**src/rtl/wordle_guess_eval.sv**
```systemverilog
// Wordle guess collector and two-pass grader.
// Letters are collected into a 5-slot buffer. On submit, the buffer is graded against a
// latched copy of the target word. The first pass marks greens and the second marks yellows.
module wordle_guess_eval #(
  parameter int unsigned LETTER_W = 5,
  parameter int unsigned WORD_LEN = 5
) (
  input  logic                         Clk,
  input  logic                         reset,
  input  logic [LETTER_W*WORD_LEN-1:0] target_word,
  input  logic [LETTER_W-1:0]          letter_in,
  input  logic                         letter_valid,
  input  logic                         backspace,
  input  logic                         submit,
  output logic [LETTER_W*WORD_LEN-1:0] guess_word,
  output logic [2:0]                   letter_count,
  output logic                         busy,
  output logic                         result_valid,
  output logic [2*WORD_LEN-1:0]        colors,
  output logic                         win,
  output logic                         invalid_len
);

  localparam logic [2:0]          FullCnt = 3'(WORD_LEN);
  localparam logic [2:0]          LastIdx = 3'(WORD_LEN - 1);
  localparam logic [LETTER_W-1:0] MaxCode = LETTER_W'(25);
  localparam logic [1:0]          ColGray   = 2'b00;
  localparam logic [1:0]          ColYellow = 2'b01;
  localparam logic [1:0]          ColGreen  = 2'b10;

  typedef enum logic [1:0] {StCollect, StGreen, StYellow, StDone} state_e;

  state_e                                state_q;
  logic [2:0]                            idx_q;
  logic [2:0]                            count_q;
  logic [WORD_LEN-1:0][LETTER_W-1:0]     guess_q;
  logic [WORD_LEN-1:0][LETTER_W-1:0]     target_q;
  logic [WORD_LEN-1:0]                   used_q;
  logic [WORD_LEN-1:0][1:0]              work_q;
  logic [2*WORD_LEN-1:0]                 colors_q;
  logic                                  win_q;
  logic                                  result_valid_q;
  logic                                  invalid_len_q;

  logic       green_hit;
  logic       yel_found;
  logic [2:0] yel_j;
  logic       all_green;

  // Per-cycle grading helpers: green match at idx, lowest unused matching target slot, win.
  always_comb begin
    green_hit = (guess_q[idx_q] == target_q[idx_q]);
    yel_found = 1'b0;
    yel_j     = 3'd0;
    // Descending scan so the lowest matching slot is the one that sticks.
    for (int j = WORD_LEN - 1; j >= 0; j--) begin
      if (!used_q[j] && (target_q[j] == guess_q[idx_q])) begin
        yel_found = 1'b1;
        yel_j     = 3'(j);
      end
    end
    all_green = 1'b1;
    for (int k = 0; k < WORD_LEN; k++) begin
      if (work_q[k] != ColGreen) all_green = 1'b0;
    end
  end

  // Main FSM: collection, green pass, yellow pass, result publication.
  always_ff @(posedge Clk) begin
    if (reset) begin
      state_q        <= StCollect;
      idx_q          <= 3'd0;
      count_q        <= 3'd0;
      guess_q        <= '0;
      target_q       <= '0;
      used_q         <= '0;
      work_q         <= '0;
      colors_q       <= '0;
      win_q          <= 1'b0;
      result_valid_q <= 1'b0;
      invalid_len_q  <= 1'b0;
    end else begin
      result_valid_q <= 1'b0;
      invalid_len_q  <= 1'b0;
      unique case (state_q)
        StCollect: begin
          if (backspace) begin
            if (count_q != 3'd0) begin
              guess_q[count_q - 3'd1] <= '0;
              count_q                 <= count_q - 3'd1;
            end
          end else if (submit) begin
            if (count_q == FullCnt) begin
              target_q <= target_word;
              used_q   <= '0;
              work_q   <= '0;
              idx_q    <= 3'd0;
              state_q  <= StGreen;
            end else begin
              invalid_len_q <= 1'b1;
            end
          end else if (letter_valid && (count_q < FullCnt) && (letter_in <= MaxCode)) begin
            guess_q[count_q] <= letter_in;
            count_q          <= count_q + 3'd1;
          end
        end
        StGreen: begin
          // Working colours start gray, so only a hit needs writing.
          if (green_hit) begin
            work_q[idx_q] <= ColGreen;
            used_q[idx_q] <= 1'b1;
          end
          if (idx_q == LastIdx) begin
            idx_q   <= 3'd0;
            state_q <= StYellow;
          end else begin
            idx_q <= idx_q + 3'd1;
          end
        end
        StYellow: begin
          if ((work_q[idx_q] == ColGray) && yel_found) begin
            work_q[idx_q] <= ColYellow;
            used_q[yel_j] <= 1'b1;
          end
          if (idx_q == LastIdx) begin
            idx_q   <= 3'd0;
            state_q <= StDone;
          end else begin
            idx_q <= idx_q + 3'd1;
          end
        end
        StDone: begin
          colors_q       <= work_q;
          win_q          <= all_green;
          result_valid_q <= 1'b1;
          guess_q        <= '0;
          count_q        <= 3'd0;
          state_q        <= StCollect;
        end
        default: state_q <= StCollect;
      endcase
    end
  end

  assign guess_word   = guess_q;
  assign letter_count = count_q;
  assign busy         = (state_q != StCollect);
  assign result_valid = result_valid_q;
  assign colors       = colors_q;
  assign win          = win_q;
  assign invalid_len  = invalid_len_q;

endmodule

```
**config.mk**
```make
export PLATFORM = sky130hd
export DESIGN_NAME = wordle_guess_eval
export DESIGN_NICKNAME = d
export VERILOG_FILES = /design/src/rtl/wordle_guess_eval.sv
export SDC_FILE = /design/constraint.sdc
export NUM_CORES = 1
export LEC_CHECK = 0
export CAP_MARGIN = 20
export CELL_PAD_IN_SITES_DETAIL_PLACEMENT = 0
export CELL_PAD_IN_SITES_GLOBAL_PLACEMENT = 1
export CORE_UTILIZATION = 40
export DETAILED_ROUTE_END_ITERATION = 16
export DONT_BUFFER_PORTS = 1
export PLACE_DENSITY_LB_ADDON = 0.1
export SLEW_MARGIN = 20
export SYNTH_ARGS = -nofsm -noshare
export SYNTH_HDL_FRONTEND = slang
export SYNTH_SLANG_ARGS = --single-unit
```
**constraint.sdc**
```tcl
create_clock -name Clk -period 5.2 [get_ports Clk]
set_clock_uncertainty 0.05 [all_clocks]
set_input_delay 0.78 -clock Clk [delete_from_list [all_inputs] [get_ports Clk]]
set_output_delay 0.78 -clock Clk [all_outputs]
set_load 0.1 [all_outputs]
```
# ---- Word-level counts from Yosys, hierarchy flattened
# Index checks and enable logic that the tools add are counted.
dict set report totals {
  ff_bits 86
  in_bits 35
}
dict set report classes {
  addsub 3
  magnitude_cmp 10
  n_eq_ne 26
  n_mux 67
  n_bitwise 13
  reduce_logical 31
}
# operator n
set op_table {}
lappend op_table {{25-bit two-way mux} 4}
lappend op_table {{10-bit two-way mux} 5}
lappend op_table {{25-bit one-hot mux with 2 select lines} 1}
lappend op_table {{5-bit two-way mux} 9}
lappend op_table {{3-bit two-way mux} 13}
lappend op_table {{5-bit binary-select mux with 3-bit select} 2}
lappend op_table {{5-bit demux with 3-bit select} 2}
lappend op_table {{5-bit equality test} 6}
lappend op_table {{10-bit one-hot mux with 3 select lines} 1}
lappend op_table {{25-bit AND} 1}
lappend op_table {{25-bit bitwise mux} 1}
lappend op_table {{25-bit NOT} 1}
lappend op_table {{2-bit inequality test, second input constant} 12}
lappend op_table {{5-bit OR} 4}
lappend op_table {{3-bit by 4-bit less-than comparator with 1-bit output, second input constant} 4}
lappend op_table {{5-bit one-hot mux with 3 select lines} 1}
lappend op_table {{1-bit two-way mux} 14}
lappend op_table {{2-bit two-way mux} 7}
lappend op_table {{3-bit by 1-bit greater-or-equal comparator with 1-bit output, second input constant} 4}
lappend op_table {{1-bit logical AND} 12}
lappend op_table {{3-bit one-hot mux with 2 select lines} 2}
lappend op_table {{4-bit AND reduction} 3}
lappend op_table {{5-bit AND} 2}
lappend op_table {{5-bit NOT} 2}
lappend op_table {{other kinds (21)} 37}

# ---- Logic depth before layout (Yosys ltp)
dict set report depth {
  ltp_word 16
  mapped_depth 13
}

# ---- Worst setup path after synthesis
# OpenSTA, ideal clock, no wires.
dict set report synth_path {
  path_kind {reg2reg}
  start {register guess_q (netlist bit guess_word[21])}
  end {register work_q[0] in the netlist's numbering}
  setup_ps 141
  arrival_ps 3197
  t_required_ps 5009
  path_slack_ps 1812
  stages_incl_launch_ff 11
  n_path_buf 2
  synth_period_minus_slack_ps 3388
  cell_sequence {dfxtp_1 -> nor4bb_1 -> or2_1 -> or2_1 -> clkbuf_1 -> xor2_1 -> or4_1 -> and4_4 -> buf_6 -> a221oi_1 -> o32ai_1}
}
dict set report synth_between {
  elab_chain_cells 12
  word_cells_on_any_way 22
}
# item line_no
set synth_lines {}
lappend synth_lines {{start, declared} 36} ;# logic [WORD_LEN-1:0][LETTER_W-1:0] guess_q;
lappend synth_lines {{start signal, assigned by index} 103} ;# guess_q[count_q] <= letter_in;
lappend synth_lines {{5-bit binary-select mux with 3-bit select *} {52, 57}}
lappend synth_lines {{5-bit two-way mux (not written as such) *} {52, 57}}
lappend synth_lines {{5-bit equality test} 57} ;# if (!used_q[j] && (target_q[j] == guess_q[idx_q])) begin
lappend synth_lines {{1-bit logical AND} 57}
lappend synth_lines {{1-bit two-way mux (5 in a row)} 57}
lappend synth_lines {{1-bit logical AND} 121} ;# if ((work_q[idx_q] == ColGray) && yel_found) begin
lappend synth_lines {{2-bit inequality test (no line)} n/a}
lappend synth_lines {{6-bit AND reduction (no line) *} n/a}
lappend synth_lines {{end signal, assigned by index} 110} ;# work_q[idx_q] <= ColGreen;
lappend synth_lines {{end signal, assigned by index} 122} ;# work_q[idx_q] <= ColYellow;
lappend synth_lines {{end, declared} 39} ;# logic [WORD_LEN-1:0][1:0] work_q;
# Mark *: on every way between the ends. The rest lies on a longest branch, timed or not. The select of a mux whose other input is x is not followed.
# A chain may end at the register's enable or synchronous reset.

# ---- Worst setup path in the final report
dict set report layout_path {
  start {register idx_q[2]}
  end {register work_q[8] in the netlist's numbering}
}
dict set report layout_between {
  elab_chain_cells 12
  word_cells_on_any_way 38
}
# item line_no
set layout_lines {}
lappend layout_lines {{start, declared} 34} ;# logic [2:0] idx_q;
lappend layout_lines {{start signal, assigned} 117} ;# idx_q <= idx_q + 3'd1;
lappend layout_lines {{start signal, assigned} 129} ;# idx_q <= idx_q + 3'd1;
lappend layout_lines {{5-bit binary-select mux with 3-bit select} {52, 57}}
lappend layout_lines {{5-bit two-way mux (not written as such)} {52, 57}}
lappend layout_lines {{5-bit equality test} 57}
lappend layout_lines {{1-bit logical AND} 57}
lappend layout_lines {{1-bit two-way mux (5 in a row)} 57}
lappend layout_lines {{1-bit logical AND} 121}
lappend layout_lines {{2-bit inequality test (no line)} n/a}
lappend layout_lines {{6-bit AND reduction (no line)} n/a}
# Parallel ways exist; a longest one is shown, timed or not. The select of a mux whose other input is x is not followed.

==> impl_results.md <==
* Crit-path max cell delay at 0.98 ns
* Final core utilization at 45.5%
* Vias after detailed routing at between 4k and 5k
* Design area at 5220 um^2
* Gr usage total at 22.7%
* CP Data Required Time at 5.42 ns
* Worst R2R Start: idx_q[2]
* Avg Inst Size Synth at roughly 8.2 um^2
* CP arrival at 4.21 ns
* HPWL Detailed at 10100 um
* Synth async-reset ratio at 0%
* Buffers on Ports at 0
* Final nets at just over 600
* Area grow syn2layout at 10.4%
* Maximum number of pins on one net before global-route repair at 90
* Number of diodes at 0
* Worst-path clk slew at 0.06 ns
* Die width at 111 um
* Critical Path Slowest Stage Cell: dfxtp_1
* Setup TNS at 0 ns
* Final Power at 2.14 mW
* Post-Syn Area at between 4000 and 5000 um^2
* Hold-fix buffers, CTS at 0
* Final Routed Wirelength at approximately 14000 um
* CTS max path bufs at 2
* DRC viols at 0
* Clock Latency Late Sink at between 0.3 and 0.4 ns
* Register area share after synthesis at about 36%
* Leak at around 1.8 nW
* HP Start: target_q[18]
* CTS tree: done
* Hold/Removal Path Class: reg -> reg
* Max-cap violations at 0
* Post-route minimum period at 3.99 ns
* Initial antenna violation count at 0
* GRT overflow at 0
* Crit-path cells: nor2b_1 -> a32oi_1 -> nand2_1 -> xnor2_1 -> o41ai_1 -> and2_1 -> o2111ai_1 -> o22ai_1
* Main combinational cell family by area after synthesis: simple AND/OR/NAND/NOR gates
* Worst VDD drop at ~0.00025 V
* Yosys warns at 0
* Pwr dens at 410 nW/um^2
* Simple-gate share of the synthesized area at a little under a quarter
* Post-Syn Instances at 579
* Final setup fails at 0
* Placeable Area at 11500 um^2
* Die area at 12300 um^2
* Syn_nets at 624
* Period utilisation layout at 76.7%
* Synth Register Bits at 86
* Initial DRC count at about 300
* # Post-CTS Setup Buffers at 0
* Clk sinks at between 80 and 90
* H-tree levels at 3
* CP delay by family, top: compound AO/OA/AOI/OAI gates
* Vias per inst at 5.97
* Multiplexer share of the synthesized area at around 6.2%
* Final hold vios at 0
* Routability cong. at 0.873
* Placed Area at 4910 um^2
* Post-synthesis adder-cell area fraction at about 2.6%
* WP buf/inv at 0
* XOR/XNOR Fraction of Synth Area at 3.70%
* Chip height at 111 um
* Boundary pin count at 77
* Layout Cells excl Fill at 723
* Worst slew pin tran at about 1.1 ns
* Vias in the first global route at 4063
* Max Fclk at 0.251 GHz
* Complex-gate fraction of the synthesized area at 22.4%
* Antenna-violating nets left at 0
* FP Rows at 39
* Max-slew headroom at between 20% and 30%
* Post-cts resize count at 0
* Max-slew violations at 0
* Critical Path Source: idx_q[2]
* Placed Cells at 707
* Post-synth EDFFs at 0
* Initial core utilization at 41.2%
* CP Launch Type: register
* Unrepaired setup endpoints after global routing: no
* Share of layout cells above drive strength 1 at 9.31%
* Status: complete, no violations
* CTS root buffer: clkbuf_16
* Setup crit end kind: register
* Avg WL per Cell at about 19 um
* Drt first pass iters at 7
* CP Max Fanout at 30
* # fillers at 1158
* WS Path Type: reg -> reg
* Top_reg_cell synth: dfxtp_1
* First-pass GRT wire length at between 20000 and 25000 um
* Yosys cell types at 71
* Num CTS Buffers at 9
==> worst reg2reg max path: stages, from the launching register on <==
cell       delay [ns]
dfxtp_1          0.98
nor2b_1          0.41
a32oi_1          0.46
nand2_1          0.24
xnor2_1          0.20
o41ai_1          0.62
and2_1           0.36
o2111ai_1        0.31
o22ai_1          0.27
==> Yosys cell counts (all sizes together) (4+ instances only) <==
library cell  number  area [um^2]
dfxtp             86         1720
nand2             68          255
nor2              62          235
a21oi             40          200
o21ai             28          140
a22oi             26          200
clkbuf            25         93.8
inv               21         78.8
mux2i             19          190
nand3             14         70.1
buf               13         83.8
xnor2             13          114
nor3              11         55.1
ha                10          125
o32ai             10         87.6
nor2b              9         56.3
nand4              8         50.1
or3                8         50.1
xor2               7         61.3
a221oi             6         58.8
nand2b             6         37.5
a31oi              5         31.3
mux2               5         60.1
nor4bb             5         50.1
o22ai              5         31.3
and2               4         25.0
and3b              4         35.0
o31ai              4         30.0
or2                4         25.0
==> cell type report <==
class / count / area (um^2) / share of cell area [%]
multi-input combinational: 433 / 2750 / 52.7
clock buffer: 10 / 239 / 4.58
inverter: 22 / 82.6 / 1.58
sequential: 86 / 1720 / 33.0
timing repair buffer: 23 / 180 / 3.45
clock inverter: 6 / 68.8 / 1.32
tap: 143 / 179 / 3.43
==> flip-flops by register name, summed over array words and instances (netlist names) <==
signal        cells
target_q         25
colors           10
win               1
letter_count      3
guess_word       25
work_q           10
used_q            5
idx_q             3
state_q           2
invalid_len       1
result_valid      1
==> metrics by stage <==
stage | worst slack (ns) | hold slack (ns)
finish | 1.21 | 0.434
global route | 0.931 | 0.436
CTS | 1.33 | 0.430
global placement | 1.50 | 0.422
detailed placement | 1.37 | 0.422
floorplan | 1.81 | 0.391
==> report_power, final <==
group / internal (mW) / switching, mW / leakage (nW)
registers: 0.687 / 0.0584 / 0.693
clock network: 0.387 / 0.272 / 0.149
logic: 0.210 / 0.524 / 0.954
total: 1.29 / 0.854 / 1.80
==> kinds of logic after synthesis <==
| logic type | after synthesis |
|---|---|
| adders and majority gates | 10 |
| muxes | 26 |
| AOI/OAI and AO/OA | 156 |
| and+or+nand+nor | 221 |
| xor gates and xnor gates | 20 |
| DFF | 86 |
| buffers and inverters | 60 |
==> worst paths after layout <==
path                                endpoint  slack [ns]  cells after the start
worst max-delay path               work_q[8]        1.21                      8
worst min-delay path            target_q[18]        0.43                      2
worst max register to register     work_q[8]        1.21                      8
worst min register to register  target_q[18]        0.43                      2
==> cell usage in the layout, fill, tap and decap left out, types with 6 or more instances in the layout <==
master / Yosys / final
dfxtp_1: 86 / 86
nand2_1: 68 / 68
nor2_1: 61 / 60
a21oi_1: 40 / 40
o21ai_0: 28 / 28
a22oi_1: 25 / 25
buf_4: 1 / 22
inv_1: 20 / 20
mux2i_1: 19 / 19
nand3_1: 14 / 14
xnor2_1: 13 / 13
nor3_1: 11 / 11
o32ai_1: 10 / 10
ha_1: 10 / 10
nor2b_1: 9 / 9
clkbuf_16: 0 / 9
nand4_1: 8 / 8
or3_1: 8 / 8
xor2_1: 7 / 7
nand2b_1: 6 / 6
==> layer usage <==
layer | wire length, um | GRT usage (%) | up-vias
li1 | - | - | 2095
met5 | 0 | 0 | -
met2 | 6140 | 35.5 | 140
met1 | 6390 | 30.2 | 2061
met4 | 250 | 7.82 | 0
met3 | 940 | 5.85 | 22
Note: power is estimated with default switching activity, not from simulation.
